==> config.mk <==
export PLATFORM = sky130hd
export DESIGN_NAME = spi_alu_sequencer
export DESIGN_NICKNAME = d
export VERILOG_FILES = /design/src/rtl/spi_alu_pkg.sv /design/src/rtl/spi_alu_pending_buf.sv /design/src/rtl/spi_alu_sequencer.sv
export SDC_FILE = /design/constraint.sdc
export NUM_CORES = 1
export LEC_CHECK = 0
export ABC_CLOCK_PERIOD_IN_PS = 2600
export BUFFER_PORTS_ARGS = -buffer_cell sky130_fd_sc_hd__buf_2
export CORE_MARGIN = 1
export CORE_UTILIZATION = 56
export DETAILED_ROUTE_END_ITERATION = 8
export GPL_ROUTABILITY_DRIVEN = 0
export HOLD_SLACK_MARGIN = 0.08
export PLACE_DENSITY = 0.84
export SETUP_SLACK_MARGIN = 0.3
export SLEW_MARGIN = 5
export SYNTH_ARGS = -nofsm -noshare
export SYNTH_HDL_FRONTEND = slang
export SYNTH_HIERARCHICAL = 1
export SYNTH_SLANG_ARGS = --single-unit
==> constraint.sdc <==
create_clock -name clk -period 2.6 [get_ports clk]
set_input_delay 0.52 -clock clk [delete_from_list [all_inputs] [get_ports clk]]
set_output_delay 0.52 -clock clk [all_outputs]
set_load 0.01 [all_outputs]
==> src/rtl/spi_alu_pkg.sv <==
`default_nettype none
// +--------------------------------------------------------------------------+
// | spi_alu_pkg: shared encodings, widths and frame layout for the sequencer |
// | Rev 1.0                                                                  |
// +--------------------------------------------------------------------------+
package spi_alu_pkg;

  localparam int FRAME_W        = 20;
  localparam int OP_W           = 4;
  localparam int DATA_W         = 8;
  localparam int RES_W          = 16;
  localparam int NUM_OPS        = 12;
  localparam int TIMEOUT_CYCLES = 64;

  localparam int OP_MSB = 19;
  localparam int OP_LSB = 16;
  localparam int A_MSB  = 15;
  localparam int A_LSB  = 8;
  localparam int B_MSB  = 7;
  localparam int B_LSB  = 0;

  localparam int STAT_OVERRUN = 3;
  localparam int STAT_TIMEOUT = 2;
  localparam int STAT_ALU_ERR = 1;
  localparam int STAT_INVALID = 0;

  localparam logic [OP_W-1:0] OP_ADD = 4'd0;
  localparam logic [OP_W-1:0] OP_SUB = 4'd1;
  localparam logic [OP_W-1:0] OP_MUL = 4'd2;
  localparam logic [OP_W-1:0] OP_AND = 4'd3;
  localparam logic [OP_W-1:0] OP_OR  = 4'd4;
  localparam logic [OP_W-1:0] OP_XOR = 4'd5;
  localparam logic [OP_W-1:0] OP_NOT = 4'd6;
  localparam logic [OP_W-1:0] OP_SHL = 4'd7;
  localparam logic [OP_W-1:0] OP_SHR = 4'd8;
  localparam logic [OP_W-1:0] OP_INC = 4'd9;
  localparam logic [OP_W-1:0] OP_DEC = 4'd10;
  localparam logic [OP_W-1:0] OP_CMP = 4'd11;

  typedef enum logic [1:0] {
    ST_IDLE     = 2'd0,
    ST_ISSUE    = 2'd1,
    ST_WAIT_ALU = 2'd2,
    ST_LOAD     = 2'd3
  } state_t;

  function automatic logic op_is_valid(input logic [OP_W-1:0] op);
    return op < OP_W'(NUM_OPS);
  endfunction

endpackage
`default_nettype wire

==> src/rtl/spi_alu_pending_buf.sv <==
`default_nettype none
// +--------------------------------------------------------------------------+
// | spi_alu_pending_buf: one-entry frame holding slot with overrun detect    |
// | Rev 1.0                                                                  |
// +--------------------------------------------------------------------------+
module spi_alu_pending_buf
  import spi_alu_pkg::*;
(
  input  logic               clk,
  input  logic               reset_n,
  input  logic               i_wr,
  input  logic [FRAME_W-1:0] i_wr_data,
  input  logic               i_consume,
  output logic               o_valid,
  output logic [FRAME_W-1:0] o_data,
  output logic               o_overrun
);

  logic               r_valid;
  logic [FRAME_W-1:0] r_data;
  logic               w_accept;

  // A write in the same cycle as a consume refills the slot.
  assign w_accept = i_wr && (!r_valid || i_consume);

  always_ff @(posedge clk or negedge reset_n) begin
    if (!reset_n) begin
      r_valid <= 1'b0;
      r_data  <= '0;
    end else if (w_accept) begin
      r_valid <= 1'b1;
      r_data  <= i_wr_data;
    end else if (i_consume) begin
      r_valid <= 1'b0;
    end
  end

  assign o_valid   = r_valid;
  assign o_data    = r_data;
  assign o_overrun = i_wr && r_valid && !i_consume;

endmodule
`default_nettype wire

==> src/rtl/spi_alu_sequencer.sv <==
`default_nettype none
// +--------------------------------------------------------------------------+
// | spi_alu_sequencer: SPI frame -> ALU op -> TX response word sequencer     |
// | Optional ALU watchdog: define SPI_ALU_TIMEOUT_EN.            Rev 1.0     |
// +--------------------------------------------------------------------------+
module spi_alu_sequencer
  import spi_alu_pkg::*;
(
  input  logic               clk,
  input  logic               reset_n,
  input  logic               frame_valid,
  input  logic [FRAME_W-1:0] frame_data,
  output logic               alu_start,
  output logic [OP_W-1:0]    alu_op,
  output logic [DATA_W-1:0]  alu_a,
  output logic [DATA_W-1:0]  alu_b,
  input  logic               alu_done,
  input  logic [RES_W-1:0]   alu_result,
  input  logic               alu_err,
  output logic               tx_load,
  output logic [FRAME_W-1:0] tx_data,
  output logic               busy
);

  state_t             r_state;
  state_t             w_next_state;

  logic               w_pend_valid;
  logic [FRAME_W-1:0] w_pend_data;
  logic               w_pend_ovr;
  logic               w_pend_wr;
  logic               w_pend_consume;

  logic               w_cap;
  logic [FRAME_W-1:0] w_cap_frame;
  logic               w_cap_op_ok;
  logic               w_alu_accept;
  logic               w_timeout;

  logic [OP_W-1:0]    r_op;
  logic [DATA_W-1:0]  r_a;
  logic [DATA_W-1:0]  r_b;
  logic [RES_W-1:0]   r_result;
  logic               r_overrun;
  logic               r_tmo;
  logic               r_err;
  logic               r_inv;
  logic [3:0]         w_status;

  // Pending is drained whenever the FSM can take a new command (IDLE or LOAD).
  assign w_pend_wr      = frame_valid && ((r_state != ST_IDLE) || w_pend_valid);
  assign w_pend_consume = w_pend_valid && ((r_state == ST_IDLE) || (r_state == ST_LOAD));
  assign w_cap          = w_pend_consume || ((r_state == ST_IDLE) && frame_valid);
  assign w_cap_frame    = w_pend_valid ? w_pend_data : frame_data;
  assign w_cap_op_ok    = op_is_valid(w_cap_frame[OP_MSB:OP_LSB]);
  assign w_alu_accept   = (r_state == ST_WAIT_ALU) && alu_done;

  spi_alu_pending_buf u_pending (
    .clk       (clk),
    .reset_n   (reset_n),
    .i_wr      (w_pend_wr),
    .i_wr_data (frame_data),
    .i_consume (w_pend_consume),
    .o_valid   (w_pend_valid),
    .o_data    (w_pend_data),
    .o_overrun (w_pend_ovr)
  );

`ifdef SPI_ALU_TIMEOUT_EN
  localparam int WD_W = $clog2(TIMEOUT_CYCLES);
  logic [WD_W-1:0] r_wd_cnt;

  always_ff @(posedge clk or negedge reset_n) begin
    if (!reset_n) begin
      r_wd_cnt <= '0;
    end else if (r_state == ST_WAIT_ALU) begin
      r_wd_cnt <= r_wd_cnt + WD_W'(1);
    end else begin
      r_wd_cnt <= '0;
    end
  end

  // A done arriving on the expiry cycle takes priority over the timeout.
  assign w_timeout = (r_state == ST_WAIT_ALU) && !alu_done &&
                     (r_wd_cnt == WD_W'(TIMEOUT_CYCLES - 1));
`else
  assign w_timeout = 1'b0;
`endif

  always_ff @(posedge clk or negedge reset_n) begin
    if (!reset_n) begin
      r_state <= ST_IDLE;
    end else begin
      r_state <= w_next_state;
    end
  end

  always_comb begin
    w_next_state = r_state;
    alu_start    = 1'b0;
    tx_load      = 1'b0;
    case (r_state)
      ST_IDLE: begin
        if (w_cap) begin
          w_next_state = w_cap_op_ok ? ST_ISSUE : ST_LOAD;
        end
      end
      ST_ISSUE: begin
        alu_start    = 1'b1;
        w_next_state = ST_WAIT_ALU;
      end
      ST_WAIT_ALU: begin
        if (w_alu_accept || w_timeout) begin
          w_next_state = ST_LOAD;
        end
      end
      ST_LOAD: begin
        tx_load = 1'b1;
        if (w_cap) begin
          w_next_state = w_cap_op_ok ? ST_ISSUE : ST_LOAD;
        end else begin
          w_next_state = ST_IDLE;
        end
      end
      default: w_next_state = ST_IDLE;
    endcase
  end

  always_ff @(posedge clk or negedge reset_n) begin
    if (!reset_n) begin
      r_op      <= '0;
      r_a       <= '0;
      r_b       <= '0;
      r_result  <= '0;
      r_tmo     <= 1'b0;
      r_err     <= 1'b0;
      r_inv     <= 1'b0;
      r_overrun <= 1'b0;
    end else begin
      // Operands only change on a valid capture so they stay put until the next issue.
      if (w_cap && w_cap_op_ok) begin
        r_op <= w_cap_frame[OP_MSB:OP_LSB];
        r_a  <= w_cap_frame[A_MSB:A_LSB];
        r_b  <= w_cap_frame[B_MSB:B_LSB];
      end

      if (w_cap && !w_cap_op_ok) begin
        r_result <= '0;
        r_inv    <= 1'b1;
        r_err    <= 1'b0;
        r_tmo    <= 1'b0;
      end else if (w_alu_accept) begin
        r_result <= alu_result;
        r_err    <= alu_err;
        r_inv    <= 1'b0;
        r_tmo    <= 1'b0;
      end else if (w_timeout) begin
        r_result <= '0;
        r_tmo    <= 1'b1;
        r_err    <= 1'b0;
        r_inv    <= 1'b0;
      end

      if (tx_load) begin
        r_overrun <= w_pend_ovr;
      end else begin
        r_overrun <= r_overrun | w_pend_ovr;
      end
    end
  end

  always_comb begin
    w_status               = 4'b0000;
    w_status[STAT_OVERRUN] = r_overrun;
    w_status[STAT_TIMEOUT] = r_tmo;
    w_status[STAT_ALU_ERR] = r_err;
    w_status[STAT_INVALID] = r_inv;
  end

  assign tx_data = tx_load ? {w_status, r_result} : '0;
  assign alu_op  = r_op;
  assign alu_a   = r_a;
  assign alu_b   = r_b;
  assign busy    = (r_state != ST_IDLE) || w_pend_valid;

endmodule
`default_nettype wire

# Word-level counts from Yosys, hierarchy flattened

Index checks and enable logic that the tools add are counted.

Output and inout bits: 43
Bits in registers: 63

Magnitude comparators: 1
Multiplexer cells: 19
Equality and inequality tests: 5
Bitwise operators: 1
Reductions and logical operators: 21

Operators by type and width:

| operator           | number |
|---|---|
| $mux 20            | 2 |
| $mux 16            | 2 |
| $mux 1             | 10 |
| $logic_and 1x1->1  | 9 |
| $mux 2             | 4 |
| $pmux 2 s4         | 1 |
| $reduce_bool 2->1  | 3 |
| $eq 2x2->1 const B | 2 |
| $logic_or 1x1->1   | 4 |
| $lt 4x4->1 const B | 1 |
| $ne 2x2->1 const B | 2 |
| $logic_not 1->1    | 3 |
| $eq 2x1->1 const B | 1 |
| $logic_not 2->1    | 1 |
| $reduce_and 2->1   | 1 |
| $or 1x1->1         | 1 |

# Depth between registers and ports, before layout

Depth after elaboration: 7
Mapped depth: 8
Depth with buffers taken out: 7

# Cells and area by module

The synthesis kept the hierarchy.

Modules (own cells, without submodules):

| module              | instances | area each (um2) | cells an instance |
|---|---|---|---|
| spi_alu_sequencer   | 1         | 2,133.3         | 219 |
| spi_alu_pending_buf | 1         | 902.1           | 48 |

# Worst setup path before layout

No wires, ideal clock.

Kind: flip-flop to flip-flop
Start point: register r_state[0]
End point: register u_pending.r_data[0] (netlist: u_pending/o_data[0])
Path buffers: 1
Data required time: 2.475 ns
Cell stages (with the launch flop): 9
Path slack: 0.841 ns
Arrival: 1.634 ns
Cell sequence: dfrtp_1 > inv_1 > ha_1 > nand2b_2 > inv_1 > nand2b_4 > nand2_4 > buf_12 > mux2_4

Longest elaborated chain between the ends: 5
Elaborated cells on any way between the ends: 9
Those cells by class: eq/ne (1); reduce/logical (8)

RTL lines:

| what                                          | RTL line                  | RTL |
|---|---|---|
| start: declaration                            | spi_alu_sequencer.sv:25   | `state_t r_state;` |
| start signal: assignment                      | spi_alu_sequencer.sv:94   | `r_state <= w_next_state;` |
| $eq 2x2->1 or $logic_not 2->1 (tied branches) | spi_alu_sequencer.sv:52   | `assign w_pend_consume = w_pend_valid && ((r_state == ST_IDLE) \|\| (r_state == ST_LOAD));` |
| $logic_or 1x1->1 (*)                          | spi_alu_sequencer.sv:52   |  |
| $logic_and 1x1->1 (*)                         | spi_alu_sequencer.sv:52   |  |
| net w_pend_consume                            | spi_alu_sequencer.sv:32   | `logic w_pend_consume;` |
| $logic_or 1x1->1 (*)                          | spi_alu_pending_buf.sv:24 | `assign w_accept = i_wr && (!r_valid \|\| i_consume);` |
| $logic_and 1x1->1 (*)                         | spi_alu_pending_buf.sv:24 |  |
| end signal: assignment                        | spi_alu_pending_buf.sv:32 | `r_data <= i_wr_data;` |
| end: declaration                              | spi_alu_pending_buf.sv:20 | `logic [FRAME_W-1:0] r_data;` |

The timed path passes the listed nets; every way through them passes the cells marked *.
A chain may end at the register's enable or synchronous reset.

# Worst setup path after layout

Start point: register r_state[0]
End point: register r_op[3] (netlist: alu_op[3])

Longest elaborated chain between the ends: 5
Elaborated cells on any way between the ends: 7
Those cells by class: eq/ne (1); reduce/logical (6)

RTL lines:

| what                                          | RTL line                                         | RTL |
|---|---|---|
| $eq 2x2->1 or $logic_not 2->1 (tied branches) | spi_alu_sequencer.sv:52, spi_alu_sequencer.sv:53 |  |
| $logic_or 1x1->1                              | spi_alu_sequencer.sv:52                          |  |
| $logic_and 1x1->1                             | spi_alu_sequencer.sv:52                          |  |
| $logic_or 1x1->1 (*)                          | spi_alu_sequencer.sv:53                          | `assign w_cap = w_pend_consume \|\| ((r_state == ST_IDLE) && frame_valid);` |
| $logic_and 1x1->1 (*)                         | spi_alu_sequencer.sv:141                         | `if (w_cap && w_cap_op_ok) begin` |
| end signal: assignment                        | spi_alu_sequencer.sv:142                         | `r_op <= w_cap_frame[OP_MSB:OP_LSB];` |
| end: declaration                              | spi_alu_sequencer.sv:40                          | `logic [OP_W-1:0] r_op;` |

Every way passes the cells marked *; elsewhere a longest branch is shown, timed or not.

==> flow_summary.ini <==
[grt]
grt_pass1_vias = 2042
overflow = 0
gr-usage-all-layers_pct = 22.3
antenna_found_initial = 0
grt_max_degree = 63
grt_pass1_wl_um = 9320

[critical_path]
crit_fanout = 40
critPathCapture = alu_op[3]$_DFFE_PN0P_
worst_setup_path_end_kind = flip-flop
regToRegStartpoint = r_state[0]$_DFFE_PN0P_
worst-r2r-cell-count = 6
cp_data_arrival_time_ns = 2.25
cp.required_ns = 2.80
startpoint_type = flip-flop
regToRegEndpoint = alu_op[3]$_DFFE_PN0P_
crit_path_start = r_state[0]$_DFFE_PN0P_
regToRegSetupSlack_ns = 0.55
path_class = flip-flop to flip-flop

[layout]
fin_nets = 392
drive_gt1_share_pct = 41.6
final_common_cell = buf_2
mostFrequentLayoutCells = buf_2, dfrtp_1, nand2_1, and2_1
diodes = 0
fin_util_pct = 70.3
fin_area_mm2 = 0.00364
area_growth_pct = 19.8

[clocking]
cts-htree-levels = 3
max-clock-path-buffers = 2
clk_pin_slew_ns = 0.06
clock-root-buffer = clkbuf_8
clock_sink_count = 62
clk-insertion-delay-late_ns = 0.33
cts_made_buffers = 9
cts_tree = done
postCtsSetupRepairBufs = 0

[power]
powerDensity_mw_per_mm2 = 1340
p_leak_uw = 0.00195
irDropWorstVdd_mv = 0.713

[yosys]
synth_cell_types = 30
synth_seq_cells = 62
syn-num-nets = 313
netlist_area_mm2 = 0.00304
synth_top_area_share_pct = 51.1
yosysWarnings = 6
synth_cells = 267
synthFlopType = dfrtp_1
synth-edff-count = 0
ys_seq_area_share_pct = 51.1
synth_area_leaders = dfrtp_1, mux2_4, nand2_1
synth.avg_cell_area_um2 = 11.4
yosys.area.top_type = dfrtp_1
async_flop_share_pct = 100

[timing]
slew_headroom_pct = 49.8
fmax_ghz = 0.487
rsz0062_at_grt = false
worst_pin_slew_ns = 0.753
fin_crit_ns = 2.05
post-route-period-util_pct = 79.0
hold_violations = 0
tns_ns = 0
drv_slew = 0
fin_skew_ns = 0.00939
finalSetupViolCount = 0

[routing]
wire_per_inst_um = 13.6
drt_iter0_drc = 56
route.detailed.drc = 0
drt_first_pass_iters = 4
vias = 2124
via_per_inst = 5.05
postRouteAntennaNets = 0
drt-total-wl_um = 5740

[floorplan]
die_w_um = 75.6
initial_core_util_pct = 58.7
dieHeight_um = 75.6
rows = 26
ioPinCount = 84
core_mm2 = 0.00517
dieArea_mm2 = 0.00572

[outcome]
run_status = complete, no violations

[min_path]
hold_path_class = input port to async pin

[placed_design]
dpl_cell_area_mm2 = 0.00342
dpl.hpwl_um = 3840
io_buffers = 82

[run]
max-cap-violations = 0
==> Yosys cell counts, types with 2 or more instances <==
cell type	number
buf_2	5
mux2_4	20
o21ai_0	2
and2_1	21
a21oi_1	20
buf_6	2
ha_1	5
mux2i_1	19
buf_4	3
o21ai_2	20
buf_12	2
inv_1	7
a21o_1	3
nor2_1	2
clkbuf_1	4
nand2_1	57
dfrtp_1	62
==> registers in the layout (all words and copies together), names as in the netlist <==
name and count:
alu_a 8, alu_b 8, alu_op 4, r_err 1
r_inv 1, r_overrun 1, r_result 16, r_state 2
u_pending/o_data 20, u_pending/o_valid 1
==> worst min-delay path by stage <==
stage | to | start | slack (ns) | depth (start not counted)
final | alu_op[0]$_DFFE_PN0P_ | reset_n | 0.35 | 2
after global routing | alu_a[6]$_DFFE_PN0P_ | reset_n | 0.41 | 2
after CTS | alu_b[5]$_DFFE_PN0P_ | reset_n | 0.37 | 2
after detailed placement | r_inv$_DFFE_PN0P_ | r_inv$_DFFE_PN0P_ | 0.46 | 1
after global placement | r_inv$_DFFE_PN0P_ | r_inv$_DFFE_PN0P_ | 0.45 | 1
after floorplan | alu_a[0]$_DFFE_PN0P_ | reset_n | 0.22 | 0
==> report_power, final <==
group	switching, uW	leakage, uW	total (uW)	internal, uW
clock	349	0.000106	839	490
combinational	1240	0.00109	2350	1100
sequential	268	0.000763	1700	1430
total	1860	0.00195	4880	3020
==> per-layer routing <==
metal | part of all wire, % | track usage, % | up-vias
li1 | - | - | 1051
met2 | 47 | 35.7 | 66
met4 | 1.2 | 10.5 | 0
met5 | 0 | 0 | -
met1 | 46 | 28.9 | 1000
met3 | 5.3 | 5.16 | 7
==> layout make-up <==
cell class	instances	area, um^2
clock buffer	12	155
timing repair buffer	84	425
fill	411	1540
inverter	7	26.3
multi-input combinational	182	1350
clock inverter	4	45.0
sequential	62	1550
tap	70	87.6
==> cell families (layout without fill, tap and decap cells) <==
group | count (synthesis) | count (layout) | share of synthesized area, %
fa+ha+maj | 5 | 5 | 2.06
flops | 62 | 62 | 51.1
buf+inv | 23 | 107 | 4.99
mux | 39 | 39 | 16.2
compound gates | 50 | 50 | 11.8
simple gates | 87 | 87 | 13.7
other cells | 1 | 1 | 0.124
==> critical path, stage by stage, from the launching register on <==
cell,delay (ns)
dfrtp_1,0.40
inv_1,0.15
ha_1,0.25
nand2b_2,0.24
a221o_4,0.63
nand2_1,0.17
o21ai_2,0.06
==> per-stage QoR <==
step | worst slack [ns] | cells | hold WS, ns | power [uW]
2_1_floorplan | 0.841 | 267 | 0.224 | 3640
3_3_place_gp | 0.480 | 405 | 0.452 | 3940
3_5_place_dp | 0.390 | 405 | 0.458 | 4050
4_1_cts | 0.380 | 421 | 0.372 | 4910
5_1_grt | 0.419 | 421 | 0.413 | 5270
6_report | 0.545 | 421 | 0.345 | 4880
==> what timing repair did <==
item	CTS	global route
resized for setup	0	2
setup endpoints to repair	0	21
hold buffers	0	0
Note: power is estimated with default switching activity, not from simulation.
